==> src/rtl/three_phase_deadtime.sv <==
// Three-phase complementary gate driver: per-phase OFF/DEAD/HIGH/LOW FSM with dead-time, min on-time, enable and latched fault.
// Outputs decode registered state only; a phase change reaches the opposite gate DT_CYCLES edges after the active gate drops.
module three_phase_deadtime #(
  parameter int DT_CYCLES = 8,
  parameter int MIN_ON    = 4,
  parameter int CNT_BW    = 8
) (
  input  logic       clk,
  input  logic       rst,
  input  logic       enable,
  input  logic       fault,
  input  logic       fault_clr,
  input  logic       phaseA,
  input  logic       phaseB,
  input  logic       phaseC,
  output logic [2:0] gate_hi,
  output logic [2:0] gate_lo,
  output logic       fault_latched,
  output logic       running
);

  localparam logic [1:0] ST_OFF  = 2'd0;
  localparam logic [1:0] ST_DEAD = 2'd1;
  localparam logic [1:0] ST_HIGH = 2'd2;
  localparam logic [1:0] ST_LOW  = 2'd3;

  localparam logic [CNT_BW-1:0] DT_LOAD  = CNT_BW'(DT_CYCLES - 1);
  localparam logic [CNT_BW-1:0] MIN_LOAD = CNT_BW'(MIN_ON - 1);
  localparam logic [CNT_BW-1:0] CNT_ONE  = CNT_BW'(1);

  logic [2:0][1:0]        state_q, state_d;
  logic [2:0][CNT_BW-1:0] cnt_q, cnt_d;
  logic                   fault_latched_q, fault_latched_d;
  logic                   running_q, running_d;
  logic                   go;
  logic                   all_on;
  logic [2:0]             tgt;

  always_comb begin
    go      = enable & ~fault_latched_q & ~fault;
    tgt     = {phaseC, phaseB, phaseA};
    state_d = state_q;
    cnt_d   = cnt_q;
    all_on  = 1'b1;
    for (int i = 0; i < 3; i++) begin
      if (!go) begin
        state_d[i] = ST_OFF;
        cnt_d[i]   = '0;
      end else begin
        case (state_q[i])
          ST_OFF: begin
            state_d[i] = ST_DEAD;
            cnt_d[i]   = DT_LOAD;
          end
          ST_DEAD: begin
            // Destination is chosen from the input seen on the last dead cycle.
            if (cnt_q[i] != '0) begin
              cnt_d[i] = cnt_q[i] - CNT_ONE;
            end else begin
              state_d[i] = tgt[i] ? ST_HIGH : ST_LOW;
              cnt_d[i]   = MIN_LOAD;
            end
          end
          ST_HIGH: begin
            if (cnt_q[i] != '0) begin
              cnt_d[i] = cnt_q[i] - CNT_ONE;
            end else if (!tgt[i]) begin
              state_d[i] = ST_DEAD;
              cnt_d[i]   = DT_LOAD;
            end
          end
          ST_LOW: begin
            if (cnt_q[i] != '0) begin
              cnt_d[i] = cnt_q[i] - CNT_ONE;
            end else if (tgt[i]) begin
              state_d[i] = ST_DEAD;
              cnt_d[i]   = DT_LOAD;
            end
          end
        endcase
      end
      if (!(state_d[i] == ST_HIGH || state_d[i] == ST_LOW)) all_on = 1'b0;
    end
    // Fault dominates a simultaneous clear.
    fault_latched_d = fault | (fault_latched_q & ~fault_clr);
    running_d       = go & all_on;
  end

  always_ff @(posedge clk) begin
    if (rst) begin
      state_q         <= {3{ST_OFF}};
      cnt_q           <= '0;
      fault_latched_q <= 1'b0;
      running_q       <= 1'b0;
    end else begin
      state_q         <= state_d;
      cnt_q           <= cnt_d;
      fault_latched_q <= fault_latched_d;
      running_q       <= running_d;
    end
  end

  always_comb begin
    for (int i = 0; i < 3; i++) begin
      gate_hi[i] = (state_q[i] == ST_HIGH);
      gate_lo[i] = (state_q[i] == ST_LOW);
    end
  end

  assign fault_latched = fault_latched_q;
  assign running       = running_q;

endmodule
==> config.mk <==
export PLATFORM = sky130hd
export DESIGN_NAME = three_phase_deadtime
export DESIGN_NICKNAME = d
export VERILOG_FILES = /design/src/rtl/three_phase_deadtime.sv
export SDC_FILE = /design/constraint.sdc
export NUM_CORES = 1
export LEC_CHECK = 0
export ABC_AREA = 1
export CAP_MARGIN = 0
export CORE_ASPECT_RATIO = 1.2
export CORE_MARGIN = 2
export CORE_UTILIZATION = 50
export CTS_CLUSTER_SIZE = 10
export DETAILED_ROUTE_END_ITERATION = 6
export PLACE_DENSITY = 0.74
export SLEW_MARGIN = 10
export SYNTH_ARGS = -nofsm -noshare
export SYNTH_HDL_FRONTEND = slang
export SYNTH_SLANG_ARGS = --single-unit
==> constraint.sdc <==
create_clock -name clk -period 1.3 [get_ports clk]
set_input_delay 0.26 -clock clk [delete_from_list [all_inputs] [get_ports clk]]
set_output_delay 0.26 -clock clk [all_outputs]
set_load 0.01 [all_outputs]
==> results.cfg <==
[floorplan]
initial_core_util_pct = 52.4
core_sq_um = 3340
ios = 16
die_x_um = 58.0
die_area_sq_um = 3990
row_count = 23
die_y_um = 68.8

[finish]
area_growth_pct = 66.6
layout.nets = 364
drive_gt1_share_pct = 50.3
n_antenna_cell = 0

[run]
cap_violations = 0

[yosys]
synthTopCellsByArea = dfxtp_1, nand2_1, inv_1
ys_seq_area_share_pct = 36.6
synth_cell_types = 26
synth.avg_cell_area_sq_um = 6.60
yosysMostFrequentCell = nand2_1
ys.flop_type = dfxtp_1
ys_seq_elements = 32
synth.top_cells.by_count = nand2_1, inv_1, nor2_1
synth_top_cell_by_area = dfxtp_1
synth_area_sq_um = 1750
synth-edff-count = 0
yosysWarnings = 0
syn-num-nets = 277
synth.top_cell.area_share_pct = 36.6
synthCells = 265
synth-async-reset-ratio_pct = 0

[place]
port_buffers = 15
gp_congestion = 0.835
hpwl_mm = 3.20
pre_cts_ws_ns = -0.395

[clocking]
cts_tree = done
htree_num_levels = 2
cts_buffers = 5
root_buffer = clkbuf_8
cts_buffer_depth = 2
clkLatencyLatePin_ns = 0.30
cts_num_sinks = 32
cts_hold_buf = 0
path_clk_slew_ns = 0.07

[grt]
grt_pass1_vias = 1853
grt_max_degree = 13
grt_pass1_wl_mm = 7.40
overflow = 0
track_usage_pct = 24.5
antenna_found_initial = 0

[route]
final_antenna_net_count = 0
drc = 0
wl_per_cell_um = 15.7
drt_wl_total_mm = 6.11
drt_iter0_drc = 159
first_pass_iters = 5
route.vias.total = 2148
avgViaCountPerCell = 5.52

[setup_path]
path_max_fanout = 4
crit_type = reg -> reg
critical_path.slowest_cell = dfxtp_2
cp_data_required_time_ns = 1.49
max_stage_delay_ns = 0.34
critPathArrivalTime_ns = 1.62
cp-start-kind = flip-flop
cp_cell_sequence = nor2_1 > nand2_1 > nor2_4 > a21oi_4 > inv_2 > o21ai_1 > nor3_1
crit_path_end_kind = flip-flop

[pwr]
leakagePower_nw = 1.42
p_seq_share_pct = 45.2
clockPowerShare_pct = 33.0
power_frac_comb_pct = 21.8
p_sw_share_pct = 28.8
p_switching_uw = 645
p_per_area_nw_per_um2 = 769
ir_drop_v = 0.000831
power.internal_mw = 1.59

[sta]
setup_viol = 20
finClkSkew_ns = 0.00528
hold_violations = 0
setup_ws_ns = -0.131
rsz0062_at_grt = true
worst_slew_pin_slew_ns = 0.305
slew_violations = 0
worst_slew_margin_rel_pct = 79.6
fmax_mhz = 699
period_needed_ns = 1.43
min_period_over_period_pct = 110
hold_ws_ns = 0.353

[run_status]
violations = negative setup slack
status = complete, but fails checks

[hold_path]
hold_path_class = in -> reg
==> layout by cell type, fill, tap and decap left out, types with 6 or more instances in the layout <==
cell type / n
nand2_1: 38
nand2_2: 14
nor2_4: 6
nor2_1: 30
nand3_2: 7
dfxtp_2: 13
buf_6: 10
a21oi_2: 6
nor3_1: 6
inv_2: 17
dfxtp_1: 17
inv_1: 34
buf_4: 55
nand3_1: 14
==> cell type report <==
class | instances | area (sq um)
Multi-Input combinational cell | 178 | 1240
Tap cell | 37 | 46.3
Clock buffer | 6 | 72.6
Timing Repair Buffer | 82 | 682
Clock inverter | 1 | 5.00
Inverter | 53 | 204
Sequential cell | 32 | 664
Fill cell | 172 | 425
==> metrics by stage <==
stage               TNS [ns]  util, %  instances  cell area [sq um]  power [mW]
finish                -0.875     87.3        389               2910        2.24
global route           -2.43     87.3        389               2910        2.31
CTS                   -0.103     79.5        382               2650        2.13
detailed placement     -9.80     71.3        368               2380        1.36
global placement       -8.97     71.3        368               2380        1.36
floorplan           -0.00867        -        265               1780        1.21
==> power groups by stage <==
stage          Sequential, mW  Combinational, mW  Clock, mW
2_1_floorplan            1.03              0.177          0
3_3_place_gp             1.03              0.328          0
3_5_place_dp             1.03              0.333          0
4_1_cts                  1.01              0.388      0.728
5_1_grt                  1.01              0.522      0.775
6_report                 1.01              0.489      0.738
==> timing repair <==
item / 4_1_cts / 5_1_grt
setup endpoints to repair: 37 / 33
resized for setup: 77 / 73
pin swaps: 24 / 27
buffers inserted: 7 / 9
==> worst paths after layout <==
path | startpoint | to | slack [ns] | depth (start not counted)
setup / recovery | cnt_q[12] | cnt_q[10] | -0.13 | 7
hold / removal | fault | fault_latched | 0.35 | 3
setup reg to reg | cnt_q[12] | cnt_q[10] | -0.13 | 7
hold reg to reg | cnt_q[22] | cnt_q[22] | 0.54 | 2
==> per-layer routing <==
metal  wire length, um  GRT usage, %
met5                 0             0
met4               335          11.3
met3               206          5.04
met2              3310          46.4
met1              2250          25.9
==> sequential cells by signal, summed over array words and instances (netlist names) <==
| signal | count |
|---|---|
| cnt_q | 24 |
| state_q | 6 |
| fault_latched | 1 |
| running | 1 |
==> worst max-delay path: cells and delay by family (launching register included) <==
| kind | cells | cell delay (ns) |
|---|---|---|
| AO/OA/AOI/OAI | 2 | 0.14 |
| buffers and inverters | 1 | 0.10 |
| flip-flops | 1 | 0.34 |
| AND/OR/NAND/NOR | 4 | 0.74 |
==> cells by family after synthesis <==
| family | Yosys count | share of synthesized area [%] |
|---|---|---|
| AOI/OAI and AO/OA | 38 | 13.7 |
| buffers and inverters | 55 | 12.3 |
| DFF | 32 | 36.6 |
| adders and majority gates | 4 | 2.86 |
| and+or+nand+nor | 131 | 32.0 |
| xor gates and xnor gates | 5 | 2.51 |
Note: power is estimated with default switching activity, not from simulation.
